<file path="src/rtl/bist_session_sched.sv">
// Round-robin scheduler for a single shared BIST engine: it launches one session at a time,
// compares the engine's signature against the golden value, and returns pass/fail with a watchdog abort.
module bist_session_sched #(
    parameter int NREQ = 4,
    parameter int SIGW = 16,
    parameter int TMO  = 255
) (
    input  logic            CLK,
    input  logic            RESET,
    input  logic [NREQ-1:0] REQ,
    output logic [NREQ-1:0] GNT,
    output logic [NREQ-1:0] DONE,
    output logic            PASS,
    output logic            TIMEOUT,
    output logic            BUSY,
    output logic            ENG_START,
    input  logic            ENG_INIT,
    input  logic            ENG_RUNNING,
    input  logic            ENG_FINISH,
    input  logic [SIGW-1:0] SIG,
    input  logic [SIGW-1:0] GOLDEN
);

    localparam int IDXW = (NREQ > 1) ? $clog2(NREQ) : 1;
    localparam int WDW  = $clog2(TMO + 1);

    typedef enum logic [2:0] {
        S_IDLE,
        S_LAUNCH,
        S_RUN,
        S_ABORT,
        S_REPORT
    } state_t;

    state_t          state_q, state_d;
    logic [NREQ-1:0] gnt_q, gnt_d;
    logic [IDXW-1:0] gidx_q, gidx_d;
    logic [IDXW-1:0] rr_q, rr_d;
    logic [WDW-1:0]  wd_q, wd_d;
    logic [SIGW-1:0] golden_q, golden_d;
    logic            pass_q, pass_d;
    logic            tmo_q, tmo_d;

    logic [IDXW-1:0] pick;
    logic [IDXW-1:0] cand;
    logic            found;
    logic            wd_expired;

    // The engine's phase indicator is deliberately not used: the watchdog counts every RUN cycle.
    logic            unused_running;
    assign unused_running = ENG_RUNNING;

    // Walk downward so the last hit, i.e. the first requester at or after rr_q, wins.
    always_comb begin
        found = 1'b0;
        pick  = '0;
        cand  = '0;
        for (int k = NREQ - 1; k >= 0; k--) begin
            cand = IDXW'((int'(rr_q) + k) % NREQ);
            if (REQ[cand]) begin
                found = 1'b1;
                pick  = cand;
            end
        end
    end

    assign wd_expired = (wd_q == WDW'(TMO));

    always_comb begin
        state_d  = state_q;
        gnt_d    = gnt_q;
        gidx_d   = gidx_q;
        rr_d     = rr_q;
        wd_d     = wd_q;
        golden_d = golden_q;
        pass_d   = pass_q;
        tmo_d    = tmo_q;
        case (state_q)
            S_IDLE: begin
                if (found) begin
                    gnt_d       = '0;
                    gnt_d[pick] = 1'b1;
                    gidx_d      = pick;
                    golden_d    = GOLDEN;
                    wd_d        = '0;
                    pass_d      = 1'b0;
                    state_d     = S_LAUNCH;
                end
            end
            S_LAUNCH: begin
                if (ENG_INIT) begin
                    wd_d    = '0;
                    state_d = S_RUN;
                end else if (wd_expired) begin
                    state_d = S_ABORT;
                end else begin
                    wd_d = wd_q + WDW'(1);
                end
            end
            S_RUN: begin
                // A FINISH on the last watchdog cycle still counts as a completed session.
                if (ENG_FINISH) begin
                    pass_d  = (SIG == golden_q);
                    state_d = S_REPORT;
                end else if (wd_expired) begin
                    state_d = S_ABORT;
                end else begin
                    wd_d = wd_q + WDW'(1);
                end
            end
            S_ABORT: begin
                pass_d  = 1'b0;
                tmo_d   = 1'b1;
                state_d = S_REPORT;
            end
            S_REPORT: begin
                rr_d    = IDXW'((int'(gidx_q) + 1) % NREQ);
                gnt_d   = '0;
                tmo_d   = 1'b0;
                state_d = S_IDLE;
            end
            default: begin
                gnt_d   = '0;
                state_d = S_IDLE;
            end
        endcase
    end

    always_ff @(posedge CLK or posedge RESET) begin
        if (RESET) begin
            state_q  <= S_IDLE;
            gnt_q    <= '0;
            gidx_q   <= '0;
            rr_q     <= '0;
            wd_q     <= '0;
            golden_q <= '0;
            pass_q   <= 1'b0;
            tmo_q    <= 1'b0;
        end else begin
            state_q  <= state_d;
            gnt_q    <= gnt_d;
            gidx_q   <= gidx_d;
            rr_q     <= rr_d;
            wd_q     <= wd_d;
            golden_q <= golden_d;
            pass_q   <= pass_d;
            tmo_q    <= tmo_d;
        end
    end

    assign GNT       = gnt_q;
    assign DONE      = (state_q == S_REPORT) ? gnt_q : '0;
    assign PASS      = (state_q == S_REPORT) && pass_q;
    assign TIMEOUT   = (state_q == S_REPORT) && tmo_q;
    assign BUSY      = (state_q != S_IDLE);
    assign ENG_START = (state_q == S_LAUNCH);

endmodule
</file>
<file path="config.mk">
export PLATFORM = sky130hd
export DESIGN_NAME = bist_session_sched
export DESIGN_NICKNAME = d
export VERILOG_FILES = /design/src/rtl/bist_session_sched.sv
export SDC_FILE = /design/constraint.sdc
export NUM_CORES = 1
export LEC_CHECK = 0
export CAP_MARGIN = 20
export CORE_AREA = 10 10 75 77
export CTS_CLUSTER_SIZE = 12
export DETAILED_ROUTE_END_ITERATION = 10
export DIE_AREA = 0 0 85 87
export GPL_TIMING_DRIVEN = 1
export PLACE_DENSITY = 0.78
export SYNTH_ARGS = -nofsm -noshare
export SYNTH_HDL_FRONTEND = slang
export SYNTH_SLANG_ARGS = --single-unit
</file>
<file path="constraint.sdc">
create_clock -name CLK -period 2.1 [get_ports CLK]
set_input_delay 0.525 -clock CLK [delete_from_list [all_inputs] [get_ports CLK]]
set_output_delay 0.525 -clock CLK [all_outputs]
set_load 0.01 [all_outputs]
</file>
# --- Word-level counts from Yosys, hierarchy flattened ---
# Index checks and enable logic that the tools add are counted.
word_totals:
  elab_cells: 77
  inputBits: 41
  output_inout_bits: 12
  ff_bits: 37
op_classes:
  n_lt_le_gt_ge: 6
  n_addsub: 5
  n_eq_ne: 9
  muxes: 35
  reduce_logical: 13
  bitwise_logic: 1
ops:
  columns: ["cell", "count"]
  rows:
  - ["8-bit 2-to-1 mux", 4]
  - ["8-bit one-hot mux with 3 select lines", 1]
  - ["16-bit equality test", 1]
  - ["2-bit by 3-bit less-than comparator with 1-bit output (second input constant)", 5]
  - ["3-bit 2-to-1 mux", 4]
  - ["3-bit one-hot mux with 4 select lines", 1]
  - ["1-bit 2-to-1 mux", 11]
  - ["3-bit nonzero test", 3]
  - ["8-bit by 1-bit adder with 8-bit output (second input constant)", 1]
  - ["1-bit binary-select mux with 2-bit select", 4]
  - ["8-bit equality test (second input constant)", 1]
  - ["2-bit 2-to-1 mux", 4]
  - ["4-bit 2-to-1 mux", 2]
  - ["4-bit one-hot mux with 2 select lines", 1]
  - ["3-bit by 2-bit equality test with 1-bit output (second input constant)", 2]
  - ["2-bit != test (second input constant)", 3]
  - ["3-bit AND reduction", 2]
  - ["2-bit by 1-bit adder with 2-bit output (second input constant)", 2]
  - ["2-bit adder (second input constant)", 2]
  - ["2-bit AND reduction", 2]
  - ["3-bit by 1-bit equality test with 1-bit output (second input constant)", 1]
  - ["3-bit equality test (second input constant)", 1]
  - ["1-bit logical AND", 3]
  - ["3-bit logical NOT", 1]
  - ["7 further kinds", 7]

# --- Logic depth before layout (Yosys ltp) ---
logic_depth:
  depth_word: 13
  ltp_mapped: 6
  mapped_depth_nobuf: 5

# --- Worst setup path before layout ---
# OpenSTA, ideal clock, no wires.
synth_path:
  path_kind: "in2reg"
  from: "input REQ[1]"
  to: "register gidx_q[0]"
  slack_ps: 193
  required_time_ps: 1975
  path_buffers: 1
  arrival_time_ps: 1782
  stages: 4
  cell_sequence: "or4_4 -> nand3_2 -> buf_4 -> mux2_2"
synth_between:
  elab_chain_cells: 7
synth_lines:
  columns: ["element", "line", "text"]
  rows:
  - ["from (decl)", "10", "input logic [NREQ-1:0] REQ,"]
  - ["1-bit binary-select mux with 2-bit select", "60", "if (REQ[cand]) begin"]
  - ["1-bit 2-to-1 mux (implied by the code)", "60", null]
  - ["1-bit 2-to-1 mux (4 in a row)", "60", null]
  - ["2-bit AND reduction (no source line)", null, null]
  - ["to (signal assigned)", "142", "gidx_q <= gidx_d;"]
  - ["to (decl)", "37", "logic [IDXW-1:0] gidx_q, gidx_d;"]
# Parallel ways exist; a longest one is shown, timed or not. The select of a mux whose other input is x is not followed.
# A chain may end at the register's enable or synchronous reset.

# --- Worst setup path in the final report ---
layout_path:
  from: "input REQ[3]"
  to: "register wd_q[1]"
layout_between:
  elab_chain_cells: 8
layout_lines:
  columns: ["element", "line", "text"]
  rows:
  - ["1-bit binary-select mux with 2-bit select", "60", null]
  - ["1-bit 2-to-1 mux (implied by the code)", "60", null]
  - ["1-bit 2-to-1 mux (3 in a row)", "60", null]
  - ["1-bit 2-to-1 mux *", "60", null]
  - ["2-bit != test (no source line) *", null, null]
  - ["3-bit AND reduction (no source line) *", null, null]
  - ["to (signal assigned)", "144", "wd_q <= wd_d;"]
  - ["to (decl)", "39", "logic [WDW-1:0] wd_q, wd_d;"]
# Every way passes the cells marked *; elsewhere a longest branch is shown, timed or not. The select of a mux whose other input is x is not followed.

==> flow_summary.json <==
{
  "status": "complete, no violations",
  "wl_per_cell_um": 14.9,
  "layout-drive-gt1-share_pct": 19.9,
  "crit_path_start_kind": "input pin",
  "hold_ws_ns": 0.502,
  "post-route-period-util_pct": 95.6,
  "ys_seq_area_share_pct": 47.6,
  "grt_overflow_total": 0,
  "fmax_mhz": 498,
  "cp.buffers_inverters": 1,
  "syn_nets": 229,
  "cts_sinks": 37,
  "row_count": 24,
  "async_flop_share_pct": 100,
  "fin_crit_ns": 2.01,
  "min_to": "gidx_q[1]",
  "grtUsageTotal_pct": 12.7,
  "hold_class": "flop to flop",
  "drtIter0Drc": 111,
  "die-width_um": 85,
  "tightest_slew_ns": 0.510,
  "synth_edf_count": 0,
  "r2r_slack_ns": 0.32,
  "drv_slew": 0,
  "netlist_instances": 187,
  "slowest_delay_ns": 0.54,
  "grt_pass1_wl_um": 7800,
  "setup_viol": 0,
  "die_area_um2": 7400,
  "drc_errors": 0,
  "syn_area_um2": 1950,
  "portBuffers": 51,
  "vdd_drop_max_v": 0.000631,
  "numCtsBuffers": 5,
  "syn_to_final_growth_pct": 40.1,
  "start_util_pct": 46.0,
  "cp-end-kind": "flop",
  "synth-seq-cells": 37,
  "cts_tree": "done",
  "rr_endpoint": "wd_q[1]",
  "required_ns": 2.31,
  "hold_viol": 0,
  "dp_hpwl_um": 3520,
  "synth_cell_types": 37,
  "via_count": 1632,
  "yosys_warnings": 0,
  "r2r_start": "state_q[0]",
  "path_class": "input pin to flop",
  "die_h_um": 87,
  "grt_antenna_before_repair": 0,
  "path_max_fanout": 5,
  "cts-root-buf": "clkbuf_8",
  "diodes": 0,
  "path_delay_family": "compound AO/OA/AOI/OAI gates",
  "m1WireLength_um": 1920,
  "min_path_cells": 2,
  "io_pins": 53,
  "drt_wl_total_um": 4580,
  "relSlewSlack_pct": 65.6,
  "post_cts_buffers": 0,
  "postRouteAntennaNets": 0,
  "yosys_most_used_dff": "dfrtp_1",
  "routed.top_layer": "met4",
  "path_clk_slew_ns": 0.07,
  "setup_slack_ns": 0.0920,
  "maxCapViolations": 0,
  "crit_chain": "clkdlybuf4s50_1 -> or4_4 -> o311a_4 -> a21boi_1 -> o22ai_1",
  "grt_pass1_vias": 1672,
  "core_area_um2": 4230,
  "cp.arrival_ns": 2.22,
  "power.density_nw_per_um2": 1260,
  "via_per_inst": 5.30,
  "post-place-ws_ns": -0.240,
  "nNetsFinal": 299,
  "grt_setup_unrepaired": "false",
  "first_pass_iters": 4,
  "slowest_stage": "or4_4",
  "leakagePower_nw": 1.22,
  "worstHoldStart": "gidx_q[1]",
  "htree_num_levels": 2,
  "rr_worst_depth": 5,
  "clock_latency_ns": 0.29,
  "wl_met2_um": 2090,
  "syn_avg_cell_area_um2": 10.4,
  "dr_wl_met3_um": 509,
  "grt_max_degree": 38,
  "ctsLongestPathBuffers": 2,
  "clock_skew_ns": 0.00752,
  "place.gp.congestion": 0.845
}
## worst min-delay path, stage by stage (launching register included)
cell	delay, ns
dfrtp_1	0.36
nand2_1	0.05
o21ai_0	0.06
## cell type report
cell class	instances	area, um2
fill	334	1510
multi-input combinational	138	978
sequential	37	927
timing repair buffer	69	661
clock buffer	5	68.8
tap	52	65.1
inverter	6	22.5
clock inverter	1	5.00
## flip-flops by register name, summed over array words and instances (netlist names)
signal    cells
pass_q        1
gidx_q        2
state_q       3
rr_q          2
tmo_q         1
golden_q     16
GNT           4
wd_q          8
## kinds of logic after synthesis
family | share of synthesized area [%]
xor+xnor | 7.65
flops | 47.6
compound gates | 13.7
simple gates | 15.4
mux | 12.0
fa+ha+maj | 0.643
buf+inv | 3.15
## synth_stat cells (2+ instances only)
cell | n | area (um2)
dfrtp_1 | 37 | 926
a21oi_1 | 19 | 95.1
mux2_2 | 18 | 203
xor2_1 | 16 | 140
nand2_1 | 13 | 48.8
o21ai_0 | 8 | 40.0
and3_1 | 7 | 43.8
nand3_1 | 7 | 35.0
inv_1 | 6 | 22.5
nor2_1 | 6 | 22.5
a31oi_1 | 4 | 25.0
clkbuf_1 | 4 | 15.0
nor4_1 | 4 | 25.0
and2_1 | 3 | 18.8
mux2i_1 | 3 | 30.0
nand2b_1 | 3 | 18.8
nor2b_1 | 3 | 18.8
nor3_1 | 3 | 15.0
nand4_1 | 2 | 12.5
o22ai_1 | 2 | 12.5
o31ai_1 | 2 | 15.0
or3_1 | 2 | 12.5
## layout by cell type, fill, tap and decap left out, drive strengths merged, types with 7 or more instances in the layout
| master | count |
|---|---|
| mux2 | 18 |
| and3 | 7 |
| xor2 | 16 |
| dfrtp | 37 |
| clkdlybuf4s50 | 41 |
| nor2 | 7 |
| o21ai | 8 |
| buf | 18 |
| nand3 | 8 |
| a21oi | 19 |
| nand2 | 13 |
## metal layers
layer / up-vias / track usage, %
met1: 752 / 14.9
li1: 813 / -
met2: 61 / 19.2
met3: 6 / 7.49
met4: 0 / 3.59
met5: - / 0
## power by group
| group | leakage [nW] | switching (mW) | internal, mW |
|---|---|---|---|
| clock | 0.0399 | 0.237 | 0.218 |
| combinational | 0.720 | 0.765 | 0.989 |
| sequential | 0.458 | 0.235 | 1.00 |
## what timing repair did
item	4_1_cts	5_1_grt
pin swaps	0	3
endpoints found under the setup margin	8	3
hold buffers	0	0
gates resized for setup	7	7
cloned	0	1
## how the worst max path moves through the flow
stage               depth (start not counted)       start  slack [ns]   endpoint
CTS                                         3  state_q[1]       0.003  ENG_START
detailed placement                          5      REQ[1]       -0.24    wd_q[1]
global route                                5      REQ[3]        0.02    wd_q[1]
floorplan                                   4      REQ[1]        0.19  gidx_q[0]
global placement                            5      REQ[1]       -0.20    wd_q[1]
finish                                      5      REQ[3]        0.09    wd_q[1]
## per-stage QoR
| step | instance area, um2 | std cells | TNS [ns] | utilization (%) | total power, mW |
|---|---|---|---|---|---|
| after floorplan | 1950 | 187 | 0 | - | 2.32 |
| after detailed placement | 2630 | 301 | -4.77 | 62.1 | 2.98 |
| after CTS | 2700 | 307 | 0 | 63.7 | 3.44 |
| after global routing | 2730 | 308 | 0 | 64.4 | 3.73 |
| final | 2730 | 308 | 0 | 64.4 | 3.44 |
| after global placement | 2630 | 301 | -4.12 | 62.1 | 2.92 |
No activity file was read; power rests on OpenSTA's default activity.
